$ cat src/rtl/io_port_bridge.sv
// io_port_bridge: host-side end of the CPU byte I/O ports.
//   Input path : host valid/ready -> 8-deep fall-through FIFO -> I, popped by IEnable.
//   Output path: OEnable captures O -> 8-deep FIFO -> host valid/ready.
// Optional feature macro: IO_STATS_EN adds saturating rd_count/wr_count counters
// (and the CNT_W parameter that sizes them).
module io_port_bridge #(
  parameter int DEPTH_LOG2 = 3
`ifdef IO_STATS_EN
  ,
  parameter int CNT_W      = 16
`endif
) (
  input  logic                  clk,
  input  logic                  res,
  input  logic [7:0]            host_in_data,
  input  logic                  host_in_valid,
  output logic                  host_in_ready,
  output logic [7:0]            I,
  input  logic                  IEnable,
  input  logic [7:0]            O,
  input  logic                  OEnable,
  output logic [7:0]            host_out_data,
  output logic                  host_out_valid,
  input  logic                  host_out_ready,
  output logic [DEPTH_LOG2:0]   in_level,
  output logic [DEPTH_LOG2:0]   out_level,
  output logic                  underflow,
  output logic                  overflow,
  input  logic                  clr_flags
`ifdef IO_STATS_EN
  ,
  output logic [CNT_W-1:0]      rd_count,
  output logic [CNT_W-1:0]      wr_count
`endif
);

  localparam int                  DEPTH = 1 << DEPTH_LOG2;
  localparam logic [DEPTH_LOG2:0] FULL  = (DEPTH_LOG2 + 1)'(DEPTH);

  // ---------------- input FIFO (host -> CPU) ----------------
  logic [7:0]            in_mem [DEPTH];
  logic [DEPTH_LOG2-1:0] in_wr_ptr, in_rd_ptr;
  logic                  in_empty, in_push, in_pop;

  assign in_empty      = (in_level == '0);
  // Ready is deasserted when full, so a pop on a full FIFO never admits a byte the same cycle.
  assign host_in_ready = !res && (in_level != FULL);
  assign in_push       = host_in_valid && host_in_ready;
  assign in_pop        = IEnable && !in_empty;
  assign I             = in_empty ? 8'h00 : in_mem[in_rd_ptr];

  // Input FIFO storage write.
  // NOTE: storage arrays carry no reset; the level counter alone defines which entries are valid.
  always_ff @(posedge clk) begin
    if (in_push) in_mem[in_wr_ptr] <= host_in_data;
  end

  // Input FIFO pointers and occupancy.
  // NOTE: sequential state uses non-blocking assignments so every register samples pre-edge values.
  always_ff @(posedge clk) begin
    if (res) begin
      in_wr_ptr <= '0;
      in_rd_ptr <= '0;
      in_level  <= '0;
    end else begin
      if (in_push) in_wr_ptr <= in_wr_ptr + 1'b1;
      if (in_pop)  in_rd_ptr <= in_rd_ptr + 1'b1;
      case ({in_push, in_pop})
        2'b10:   in_level <= in_level + 1'b1;
        2'b01:   in_level <= in_level - 1'b1;
        default: in_level <= in_level;
      endcase
    end
  end

  // ---------------- output FIFO (CPU -> host) ----------------
  logic [7:0]            out_mem [DEPTH];
  logic [DEPTH_LOG2-1:0] out_wr_ptr, out_rd_ptr;
  logic                  out_full, out_push, out_pop;

  // Full is judged on the pre-edge level: a host pop on the same edge does not make room.
  assign out_full       = (out_level == FULL);
  assign out_push       = OEnable && !out_full;
  assign host_out_valid = (out_level != '0);
  assign out_pop        = host_out_valid && host_out_ready;
  assign host_out_data  = out_mem[out_rd_ptr];

  // Output FIFO storage write.
  always_ff @(posedge clk) begin
    if (out_push) out_mem[out_wr_ptr] <= O;
  end

  // Output FIFO pointers and occupancy.
  always_ff @(posedge clk) begin
    if (res) begin
      out_wr_ptr <= '0;
      out_rd_ptr <= '0;
      out_level  <= '0;
    end else begin
      if (out_push) out_wr_ptr <= out_wr_ptr + 1'b1;
      if (out_pop)  out_rd_ptr <= out_rd_ptr + 1'b1;
      case ({out_push, out_pop})
        2'b10:   out_level <= out_level + 1'b1;
        2'b01:   out_level <= out_level - 1'b1;
        default: out_level <= out_level;
      endcase
    end
  end

  // Sticky error flags; a new error on the clearing edge keeps the flag set.
  always_ff @(posedge clk) begin
    if (res) begin
      underflow <= 1'b0;
      overflow  <= 1'b0;
    end else begin
      underflow <= (underflow && !clr_flags) || (IEnable && in_empty);
      overflow  <= (overflow  && !clr_flags) || (OEnable && out_full);
    end
  end

`ifdef IO_STATS_EN
  // Saturating transfer counters; only reset clears them.
  always_ff @(posedge clk) begin
    if (res) begin
      rd_count <= '0;
      wr_count <= '0;
    end else begin
      if (in_pop   && (rd_count != '1)) rd_count <= rd_count + 1'b1;
      if (out_push && (wr_count != '1)) wr_count <= wr_count + 1'b1;
    end
  end
`endif

endmodule

$ cat config.mk
export PLATFORM = sky130hd
export DESIGN_NAME = io_port_bridge
export DESIGN_NICKNAME = d
export VERILOG_FILES = /design/src/rtl/io_port_bridge.sv
export SDC_FILE = /design/constraint.sdc
export NUM_CORES = 1
export LEC_CHECK = 0
export BUFFER_PORTS_ARGS = -buffer_cell sky130_fd_sc_hd__buf_2
export CORE_MARGIN = 5
export CORE_UTILIZATION = 50
export DETAILED_ROUTE_END_ITERATION = 10
export MAX_ROUTING_LAYER = met4
export PLACE_DENSITY_LB_ADDON = 0.12
export SYNTH_ARGS = -nofsm -noshare
export SYNTH_HDL_FRONTEND = slang
export SYNTH_SLANG_ARGS = --single-unit
$ cat constraint.sdc
create_clock -name clk -period 2.44 [get_ports clk]
set_input_delay 0 -clock clk [delete_from_list [all_inputs] [get_ports clk]]
set_output_delay 0 -clock clk [all_outputs]
set_load 0.01 [all_outputs]
Yosys cells after proc, flatten, opt, wreduce, memory -nomap -nowiden
Memory sizes are Yosys's and may differ from the RTL's. A register that Yosys moved wholly into a read port is not among the register bits.
Cells that the tools add are included.

word-level totals
  memory bits (writable) = 128
  bits in registers = 22
  bits of input ports = 23
  bits in latches = 0
  memories kept = 2
  output and inout bits = 28
  memory bits (read-only) = 0
  logic and storage cells = 54

cells by class
  $add $sub $neg = 8
  multiply operators = 0
  divide/modulo/power cells = 0
  reduce and logical (&&, ||, !) cells = 19
  magnitude comparators = 0
  equality and inequality tests = 6
  muxes and demuxes = 11
  bitwise logic cells = 0
  shift operators = 0

memory list
  memory   words  bits a word  rd ports  clocked after Yosys merged registers in  write ports  line  RTL
  in_mem   8      8            1         1                                        1            41    logic [7:0] in_mem [DEPTH];
  out_mem  8      8            1         1                                        1            77    logic [7:0] out_mem [DEPTH];

operators with widths
  operator                                                             number
  4-bit one-hot mux with 2 select lines                                2
  3-bit by 1-bit adder with 3-bit output (second input constant)       4
  3-bit 2-to-1 mux                                                     4
  1-bit logical AND                                                    9
  4-bit by 1-bit adder with 4-bit output (second input constant)       2
  8-bit 2-to-1 mux                                                     1
  4-bit by 1-bit subtractor with 4-bit output (second input constant)  2
  2-bit by 1-bit == test with 1-bit output (second input constant)     2
  2-bit == test (second input constant)                                2
  4-bit == test (second input constant)                                1
  1-bit logical NOT                                                    4
  4-bit logical NOT                                                    1
  1-bit 2-to-1 mux                                                     4
  4-bit inequality test (second input constant)                        1
  2-bit nonzero test                                                   2
  4-bit nonzero test                                                   1
  1-bit logical OR                                                     2

Depth between registers and ports, before layout
Gate-level depths: netlist of run 1.

  depth after elaboration = 5
  gate-level depth with buffers = 11
  mapped depth without buffers = 10

Least setup slack after synthesis of run 1
Ideal clock, no wire load.

  kind = register to register
  start point = reg out_level[1]
  end point = reg out_level[2]
  clock period less this slack = 2.457 ns
  stages on the path, launching flop included = 12
  path buffers = 1
  arrival = 2.387 ns
  library setup time = 0.071 ns
  slack = -0.017 ns
  data required time = 2.369 ns
  path through = dfxtp_1 > buf_2 > or4_4 > nand2_2 > inv_1 > ha_1 > xor2_1 > ha_1 > a21oi_1 > xor2_1 > or3_1 > a21oi_1

between the ends
  elaborated cells on any way between the ends = 11
  those cells by class = 2 x add/sub; 3 x eq/ne; 1 x mux; 5 x reduce/logical

RTL lines
  element                                                                      line  RTL
  from (decl)                                                                  26    output logic [DEPTH_LOG2:0] out_level,
  from (signal assigned)                                                       103   2'b10: out_level <= out_level + 1'b1;
  from (signal assigned)                                                       104   2'b01: out_level <= out_level - 1'b1;
  from (signal assigned)                                                       105   default: out_level <= out_level;
  4-bit nonzero test (*)                                                       84    assign host_out_valid = (out_level != '0);
  via host_out_valid                                                           23    output logic host_out_valid,
  1-bit logical AND (*)                                                        85    assign out_pop = host_out_valid && host_out_ready;
  via out_pop                                                                  79    logic out_full, out_push, out_pop;
  2-bit by 1-bit == test with 1-bit output or 2-bit == test (tied branches)    102   case ({out_push, out_pop})
  4-bit one-hot mux with 2 select lines or 2-bit nonzero test (tied branches)  --

Mark *: on every way through the listed nets, which the timed path passes. The rest lies on a longest branch.
A chain may end at the register's enable or synchronous reset.

Worst setup path after layout of run 1
  start point = reg out_level[2]
  end point = reg out_level[2]

between the ends
  elaborated cells on any way between the ends = 11
  those cells by class = 2 x add/sub; 3 x eq/ne; 1 x mux; 5 x reduce/logical

RTL lines
  element                                                                      line
  4-bit nonzero test (*)                                                       84
  1-bit logical AND (*)                                                        85
  via out_pop                                                                  79
  2-bit by 1-bit == test with 1-bit output or 2-bit == test (tied branches)    102
  4-bit one-hot mux with 2 select lines or 2-bit nonzero test (tied branches)  --

Marked as above.

==> results of run 1 <==
==> flip-flops by register name, indices dropped and copies added, names as in the netlist, named ones only <==
name and count:
out_level 4, out_wr_ptr 3, in_rd_ptr 3, out_mem 64
out_rd_ptr 3, overflow 1, in_mem 64, underflow 1
in_wr_ptr 3, in_level 4
==> worst max-delay path, delay by kind of cell, from the launching register on <==
kind	cells	cell delay [ns]
flops	1	0.38
fa+ha+maj	2	0.37
buf+inv	1	0.08
xor+xnor	2	0.23
compound gates	2	0.26
simple gates	3	0.95
==> synthesized netlist by cell type (2+ instances only) <==
master | count | share of area [%]
xor2_1 | 11 | 1.5
mux4_1 | 15 | 6.3
or3_1 | 2 | 0.20
nor4_1 | 2 | 0.20
xnor2_1 | 2 | 0.28
clkbuf_1 | 5 | 0.30
mux2i_1 | 11 | 1.7
mux4_2 | 17 | 6.1
inv_1 | 4 | 0.24
nor3_1 | 6 | 0.48
buf_1 | 3 | 0.18
edfxtp_1 | 128 | 61
mux2_2 | 9 | 1.6
o21ai_0 | 5 | 0.40
nand2_2 | 2 | 0.20
nand3_1 | 9 | 0.72
or4b_4 | 2 | 0.44
nand2b_1 | 5 | 0.50
buf_6 | 2 | 0.36
dfxtp_1 | 28 | 8.9
buf_4 | 2 | 0.24
ha_1 | 10 | 2.0
nor2b_1 | 3 | 0.30
nor2_1 | 37 | 2.2
a21oi_1 | 8 | 0.64
nand2_1 | 8 | 0.48
buf_2 | 4 | 0.32
==> layer usage <==
metal  global-route usage (%)  wire length (µm)
met1                     19.8              4660
met2                     28.3              5890
met3                     4.38               310
met4                     7.07               228
met5                        -                 0
==> what timing repair did <==
item / 4_1_cts / 5_1_grt
endpoints found under the hold margin: 141 / 0
setup buffers: 0 / 1
hold buffers: 24 / 0
gates resized for setup: 0 / 4
setup endpoints to repair: 0 / 3
==> report_power, final <==
group	internal [µW]	total (µW)	switching, µW
logic	935	1850	916
clock network	1490	2460	969
registers	3050	3170	113
total	5480	7480	2000
==> layout by cell type (no fill, tap or decap), drive strengths merged, types with 2 or more instances in the layout <==
cell type    instances
a21oi                8
buf                 72
bufinv               2
clkbuf              19
clkinv               7
clkinvlp             2
dfxtp               28
dlygate4sd3         24
edfxtp             128
ha                  10
inv                  5
mux2                 9
mux2i               11
mux4                32
nand2               10
nand2b               5
nand3               10
nor2                37
nor2b                3
nor3                 6
nor4                 2
o21ai                5
or3                  2
or4b                 2
xnor2                2
xor2                11
==> logic make-up after synthesis <==
group                    synth area share [%]
AO/OA/AOI/OAI                            1.55
XOR/XNOR                                 1.81
adder cells (fa/ha/maj)                  1.99
buffers and inverters                    1.95
flip-flops                               69.9
multiplexers                             15.7
AND/OR/NAND/NOR                          7.09
==> per-stage QoR <==
step                      total power (µW)  setup WS (ns)  utilization (%)
final                                 7480         0.0996             61.4
after global routing                  7880        -0.0101             61.4
after CTS                             7530        0.00852             61.1
after detailed placement              5020         0.0315             54.7
after global placement                4980          0.119             54.7
after floorplan                       4480         0.0323                -
==> how the worst min path moves through the flow <==
stage                     slack, ns                      end  depth (start not counted)
final                          0.39  out_mem[6][6]$_DFFE_PP_                          2
after detailed placement       0.27  out_mem[2][6]$_DFFE_PP_                          1
after CTS                      0.36  out_mem[6][6]$_DFFE_PP_                          2
after floorplan                 0.1   in_mem[0][0]$_DFFE_PP_                          0
after global routing           0.37  out_mem[0][6]$_DFFE_PP_                          2
after global placement         0.26   in_mem[1][7]$_DFFE_PP_                          1
==> layout make-up <==
type | instances | area [µm²] | share of cell area [%]
multi-input combinational | 178 | 1800 | 23.6
tap | 172 | 215 | 2.81
clock buffer | 19 | 433 | 5.66
inverter | 4 | 15.0 | 0.196
clock inverter | 12 | 124 | 1.62
timing repair buffer | 96 | 656 | 8.57
sequential | 156 | 4400 | 57.6
==> flow_summary.yaml, run 1 <==
global_routing:
  grt_pass1_wl_um: 18000
  grt_max_degree: 25
  grt_pass1_vias: 3434
  grtUsageTotal_pct: 17.0
  antenna_found_initial: 0
  overflow: 0
die:
  rows: 41
  dieHeight_um: 122
  die_area_um2: 14900
  die_w_um: 122
  ioPinCount: 51
  coreArea_um2: 12500
  start_util_pct: 50.5
critical_path:
  worstPathArrival_ns: 2.69
  cp_max_fo: 8
  crit_type: "register to register"
  reg2reg_depth: 10
  required_ns: 2.79
  cp_common_cell: "xor2_1"
  r2r_slack_ns: 0.1
  worstSetupEndpoint: "out_level[2]$_SDFFE_PP0P_"
  max_stage_delay_ns: 0.53
  r2r_start: "out_level[2]$_SDFFE_PP0P_"
  r2r-end: "out_level[2]$_SDFFE_PP0P_"
  start_kind: "register"
  crit_chain: "or4_4 -> nand2_2 -> inv_1 -> ha_4 -> xor2_1 -> ha_1 -> a21oi_2 -> xor2_1 -> or3_1 -> a21oi_1"
  slowest_stage: "or4_4"
  startpoint: "out_level[2]$_SDFFE_PP0P_"
  crit_path_end_kind: "register"
final_layout:
  drive_gt1_share_pct: 29.9
  area_growth_pct: 21.5
  final_cells: 637
  diodes: 0
  fill_cells: 933
  fin_area_um2: 7650
  nets: 486
clock_tree:
  clock_latency_ns: 0.42
  numCtsBuffers: 17
  clock_sinks: 156
  cts_root_buf: "clkbuf_16"
  path_clk_slew_ns: 0.06
  htreeDepth: 4
  cts_tree: "built"
  clockBufferDepth: 2
flow_run:
  maxCapViolations: 0
yosys:
  synth-main-ff-cell: "edfxtp_1"
  ys_async_sr_fraction_pct: 0
  synth_edf_count: 128
  yosysSeqAreaShare_pct: 69.9
  ys_ff_latch: 156
  synth_warnings: 0
  synth_nets: 388
  syn_inst: 355
  synthDistinctLibCells: 42
  syn_area_um2: 6300
  synth.avg_cell_area_um2: 17.7
placement:
  dpl_cell_area_um2: 6820
  dp_cells: 581
  place.gp.congestion: 0.865
  io_buffers: 50
  hpwl_um: 7050
routing:
  drt-initial-drc-count: 225
  ant_nets: 0
  drt_pass1_iterations: 4
  avgViaCountPerCell: 5.20
  remaining_drc_errors: 0
  wl_per_cell_um: 17.4
  num_vias: 3315
  drt_wl_total_um: 11100
timing:
  fin_skew_ns: 0.0125
  relSlewSlack_pct: 36.8
  hold_slack_ns: 0.387
  min_period_ns: 2.34
  finalSetupViolations: 0
  min_period_over_period_pct: 95.9
  tightestPinTransition_ns: 0.944
  tns_ns: 0
  slew_violations: 0
  hold_viol: 0
  clock.fmax_mhz: 427
pwr:
  ir_drop_mv: 0.545
  p_per_area_nw_per_um2: 977
  p_leak_uw: 0.00271
run_status:
  status: "complete, no violations"
hold_path:
  worstHoldStart: "O[6]"
  hold_path.class: "input pin to register"
No activity file was read; power rests on OpenSTA's default activity.
==> run 2, diff against run 1 <==
--- a/config.mk
+++ b/config.mk
@@ -9,6 +9,7 @@
 export CORE_MARGIN = 5
 export CORE_UTILIZATION = 50
 export DETAILED_ROUTE_END_ITERATION = 10
+export GPL_TIMING_DRIVEN = 0
 export MAX_ROUTING_LAYER = met4
 export PLACE_DENSITY_LB_ADDON = 0.12
 export SYNTH_ARGS = -nofsm -noshare
==> run 2 against run 1 <==
  * Clock skew shrank 0.0060 ns
  * Worst setup slack lost 0.0087 ns
  * Combinational power is essentially flat
  * Largest power group unchanged
  * Highest routed layer unchanged
==> flow_summary.yaml, run 2 (synthesis gave the netlist of run 1 again) <==
clock_tree:
  clock_latency_ns: 0.41
  path_clk_slew_ns: 0.06
  clock_sinks: 156
  numCtsBuffers: 17
  htreeDepth: 4
  cts_tree: "built"
  clockBufferDepth: 2
  cts_root_buf: "clkbuf_16"
final_layout:
  post-route-util_pct: 61.6
  fill_cells: 930
  drive_gt1_share_pct: 29.2
  largestRegisters: "in_mem x64, out_mem x64"
  nets: 479
  multi_input_area_um2: 1870
  diodes: 0
  regArea_um2: 4410
  mostFrequentLayoutCell: "edfxtp_1"
  mostFrequentLayoutCells: "edfxtp_1 (128), buf_2 (52), nor2_1 (37)"
  area_growth_pct: 21.9
timing:
  hold_slack_ns: 0.393
  hold_viol: 0
  tightestPinTransition_ns: 0.898
  clock.fmax_mhz: 426
  min_period_over_period_pct: 96.3
  min_period_ns: 2.35
  tns_ns: 0
  relSlewSlack_pct: 39.9
  slew_violations: 0
  finalSetupViolations: 0
  worst_slack_ns: 0.0909
  fin_skew_ns: 0.00658
pwr:
  p_leak_uw: 0.00269
  p_per_area_nw_per_um2: 991
  finalPower_uw: 7610
  ir_drop_mv: 0.608
routing:
  avgViaCountPerCell: 5.23
  remaining_drc_errors: 0
  ant_nets: 0
  wl_per_cell_um: 18.3
  drt-initial-drc-count: 161
  drt_wl_total_um: 11600
  num_vias: 3300
  drt_pass1_iterations: 4
die:
  start_util_pct: 50.5
  die_area_um2: 14900
  rows: 41
  dieHeight_um: 122
  die_w_um: 122
  ioPinCount: 51
  coreArea_um2: 12500
global_routing:
  grt_max_degree: 17
  overflow: 0
  grtUsageTotal_pct: 17.8
  grt_pass1_wl_um: 18800
  grt_pass1_vias: 3512
  antenna_found_initial: 0
placement:
  hpwl_um: 7430
  post-place-ws_ns: -0.201
  io_buffers: 49
  place.gp.congestion: 0.774
critical_path:
  crit_type: "register to register"
  worstPathArrival_ns: 2.69
  r2r_start: "out_level[1]$_SDFFE_PP0P_"
  required_ns: 2.78
  reg2reg_depth: 10
  start_kind: "register"
  cp_max_fo: 9
  r2r_slack_ns: 0.09
  r2r-end: "out_level[2]$_SDFFE_PP0P_"
  crit_path_end_kind: "register"
hold_path:
  holdPathStages: 2
  hold_path.class: "input pin to register"
  worstHoldStart: "host_in_data[6]"
  holdPathEnd: "in_mem[6][6]$_DFFE_PP_"
run_status:
  status: "complete, no violations"
flow_run:
  maxCapViolations: 0
## run 2: cell types whose count changed in the layout (fill, tap and decap cells not counted), moves of 2 or more
cell	before	now
nand2_2	2	0
nand2_4	0	2
buf_4	22	4
buf_1	0	3
nor3_2	0	6
clkbuf_1	2	7
buf_2	50	52
buf_6	0	2
nor3_1	6	0
## run 2: per-stage QoR
step           cells  cell area (µm²)
6_report         631             7680
5_1_grt          631             7680
4_1_cts          633             7640
3_5_place_dp     577             6790
3_3_place_gp     576             6760
2_1_floorplan    355             6300
## run 2: worst max path at each step
| stage | startpoint | to | slack, ns | depth (start not counted) |
|---|---|---|---|---|
| detailed placement | out_level[1]$_SDFFE_PP0P_ | out_mem[0][5]$_DFFE_PP_ | -0.20 | 5 |
| finish | out_level[1]$_SDFFE_PP0P_ | out_level[2]$_SDFFE_PP0P_ | 0.09 | 10 |
| CTS | out_level[0]$_SDFFE_PP0P_ | out_level[3]$_SDFFE_PP0P_ | 0.03 | 7 |
| global placement | in_level[2]$_SDFFE_PP0P_ | in_mem[0][4]$_DFFE_PP_ | -0.53 | 3 |
| global route | out_level[1]$_SDFFE_PP0P_ | out_level[2]$_SDFFE_PP0P_ | -0.02 | 10 |
| floorplan | out_level[1]$_SDFFE_PP0P_ | out_level[2]$_SDFFE_PP0P_ | 0.03 | 11 |
## run 2: area by class of cell
cell class	instances	share of cell area, %
Buffer	15	1.29
Clock buffer	20	5.69
Clock inverter	12	1.91
Inverter	4	0.196
Multi-Input combinational cell	178	24.3
Sequential cell	156	57.4
Tap cell	172	2.80
Timing Repair Buffer	74	6.39
## run 2: power by group
group | leakage, µW | internal (µW) | switching [µW] | total [µW]
sequential | 0.00139 | 3060 | 132 | 3190
clock | 0.000283 | 1600 | 974 | 2570
combinational | 0.00102 | 916 | 926 | 1840
total | 0.00269 | 5580 | 2030 | 7610
## run 2: what timing repair did
action	in CTS	in global routing
endpoints found under the hold margin	141	0
pin swaps	3	3
hold buffers	23	0
buffers inserted	1	0
gates resized for setup	6	8
setup endpoints to repair	12	12
## run 2: metal layers
layer | up-vias | part of all wire [%] | wire length (µm) | track usage (%)
li1 | 1584 | - | - | -
met1 | 1656 | 43 | 4930 | 21.2
met2 | 51 | 54 | 6200 | 29.6
met3 | 9 | 2.8 | 323 | 4.47
met4 | 0 | 0.89 | 103 | 6.23
met5 | - | 0 | 0 | -
## run 2: critical path, cell delays in order (launching register included)
cell and delay (ns):
dfxtp_4 0.37, or4_4 0.58, nand2_4 0.09, inv_1 0.07, ha_4 0.19, xor2_1 0.14, ha_1 0.19, a21oi_2 0.12
xor2_1 0.08, or3_1 0.30, a21oi_1 0.14
==> run 3, diff against run 2 <==
==> constraint.sdc (replaced) <==
create_clock -name clk -period 2 [get_ports clk]
set_input_delay 0 -clock clk [delete_from_list [all_inputs] [get_ports clk]]
set_output_delay 0 -clock clk [all_outputs]
set_load 0.01 [all_outputs]
==> run 3 against run 2 <==
  * The flow now finishes with violations (setup timing)
  * Worst hold slack worse by 0.013 ns
  * Via count up 3.7%
  * Worst setup slack worse by 0.34 ns
  * Combinational power up 55%
  * Sequential cell count unchanged
  * Critical endpoint unchanged
  * Die area unchanged
==> flow_summary.yaml, run 3 (synthesis gave the netlist of run 1 again) <==
pwr:
  p_leak_uw: 0.00279
  combPwrFrac_pct: 28.7
  ir_drop_mv: 0.643
  p_int_uw: 7260
  power_frac_seq_pct: 39.6
  switching_share_pct: 26.9
  p_sw_uw: 2680
  p_per_area_nw_per_um2: 1230
  pwr-share-clk_pct: 31.8
clock_tree:
  clock_latency_ns: 0.42
  clock_sinks: 156
  clockBufferDepth: 2
  htreeDepth: 4
  cts_tree: "built"
  numCtsBuffers: 17
  cts_root_buf: "clkbuf_16"
  path_clk_slew_ns: 0.06
final_layout:
  diodes: 0
  largestRegisters: "in_mem x64, out_mem x64"
  final_cells: 653
  post-route-util_pct: 64.7
  multi_input_area_um2: 1960
  drive_gt1_share_pct: 42.4
  mostFrequentLayoutCell: "edfxtp_1"
  nets: 502
  fill_cells: 912
  regArea_um2: 4430
  area_growth_pct: 28.0
  mostFrequentLayoutCells: "edfxtp_1 (128), buf_2 (49), mux4_2 (30), nor2_1 (30)"
routing:
  num_vias: 3421
  drt-initial-drc-count: 193
  wl_per_cell_um: 18.3
  drt_wl_total_um: 12000
  remaining_drc_errors: 0
  drt_pass1_iterations: 4
  avgViaCountPerCell: 5.24
  ant_nets: 0
placement:
  place.gp.congestion: 0.753
  io_buffers: 49
  dp_cells: 576
  hpwl_um: 7390
  post-place-ws_ns: -0.492
timing:
  rsz0062_at_grt: "true"
  relSlewSlack_pct: 45.0
  finalSetupViolations: 4
  clock.fmax_mhz: 445
  tightestPinTransition_ns: 0.822
  hold_viol: 0
  min_period_over_period_pct: 112
  fin_skew_ns: 0.00674
  tns_ns: -0.722
  worst_slack_ns: -0.249
  min_period_ns: 2.25
  slew_violations: 0
die:
  ioPinCount: 51
  rows: 41
  die_area_um2: 14900
  dieHeight_um: 122
  die_w_um: 122
  coreArea_um2: 12500
  start_util_pct: 50.5
global_routing:
  grtUsageMet1_pct: 21.7
  use_met2_pct: 29.2
  grt_max_degree: 17
  top_usage_layer: "met2"
  overflow: 0
  grt_use_met3_pct: 4.47
  antenna_found_initial: 0
  grt_pass1_wl_um: 19000
  grtUsageTotal_pct: 17.9
  grt_pass1_vias: 3608
critical_path:
  start_kind: "register"
  cp_max_fo: 5
  crit_path_end_kind: "register"
  required_ns: 2.34
  r2r_start: "out_level[0]$_SDFFE_PP0P_"
  crit_type: "register to register"
  worstPathArrival_ns: 2.59
  startpoint: "out_level[0]$_SDFFE_PP0P_"
  worstSetupEndpoint: "out_level[2]$_SDFFE_PP0P_"
  r2r_slack_ns: -0.25
  r2r-end: "out_level[2]$_SDFFE_PP0P_"
  reg2reg_depth: 10
run_status:
  violations: "setup timing"
  status: "finished, violations left"
hold_path:
  hold_path.class: "input pin to register"
flow_run:
  maxCapViolations: 0
==> run 3: cell types whose count changed in the layout (fill, tap and decap cells not counted), moves of 3 or more <==
cell     before  now
nor3_4        0    5
dfxtp_1      27   16
nor2_1       37   30
nor2_4        0    3
mux4_1       15    2
dfxtp_2       0    7
mux4_2       17   30
nor2_2        0    4
buf_4         4   24
ha_1          8    4
buf_2        52   49
dfxtp_4       1    5
nor3_2        6    1
==> run 3: worst min path at each step <==
stage                         start  slack, ns  cells after the start                endpoint
finish              host_in_data[2]       0.38                      2  in_mem[2][2]$_DFFE_PP_
CTS                 host_in_data[2]       0.37                      2  in_mem[2][2]$_DFFE_PP_
floorplan           host_in_data[0]        0.1                      0  in_mem[0][0]$_DFFE_PP_
global placement    host_in_data[2]       0.26                      1  in_mem[3][2]$_DFFE_PP_
detailed placement  host_in_data[2]       0.27                      1  in_mem[7][2]$_DFFE_PP_
global route        host_in_data[5]       0.40                      2  in_mem[3][5]$_DFFE_PP_
==> run 3: power by group through the flow <==
stage	combinational [µW]	sequential, µW	clock (µW)
after floorplan	1620	3940	0
after global routing	3100	3960	3350
final	2850	3930	3160
after CTS	2730	3920	3220
after global placement	2230	3930	0
after detailed placement	2270	3940	0
==> run 3: worst max-delay path: stages (launching register included) <==
cell and delay, ns:
dfxtp_4 0.36, or4_4 0.56, nand2_4 0.10, inv_4 0.04, ha_4 0.16, xor2_2 0.14, ha_2 0.18, a21oi_2 0.11
xor2_1 0.08, or3_1 0.33, a21oi_2 0.13
==> run 3: timing repair <==
item | in CTS | in global routing
pin swaps | 16 | 8
setup buffers | 21 | 4
gates resized for setup | 45 | 26
endpoints found under the hold margin | 138 | 0
cloned | 1 | 1
hold buffers | 24 | 0
endpoints found under the setup margin | 107 | 113
==> run 3: through the flow <==
step                      instance area [µm²]  power, µW  hold slack [ns]
after detailed placement                 6860       6210            0.272
final                                    8070       9930            0.379
after global placement                   6840       6160            0.265
after floorplan                          6380       5560           0.0989
after CTS                                7950       9860            0.367
after global routing                     8070      10400            0.396
==> run 3: layer usage <==
metal / wire length (µm) / up-vias
met5: 0 / -
met4: 164 / 0
met3: 466 / 19
met2: 6160 / 74
met1: 5190 / 1703
li1: - / 1625
==> run 3: final cells by class <==
type / count / share of cell area [%]
Timing Repair Buffer: 100 / 9.32
Multi-Input combinational cell: 178 / 24.3
Buffer: 12 / 1.30
Clock inverter: 12 / 1.83
Inverter: 4 / 0.217
Sequential cell: 156 / 54.9
Tap cell: 172 / 2.67
Clock buffer: 19 / 5.37
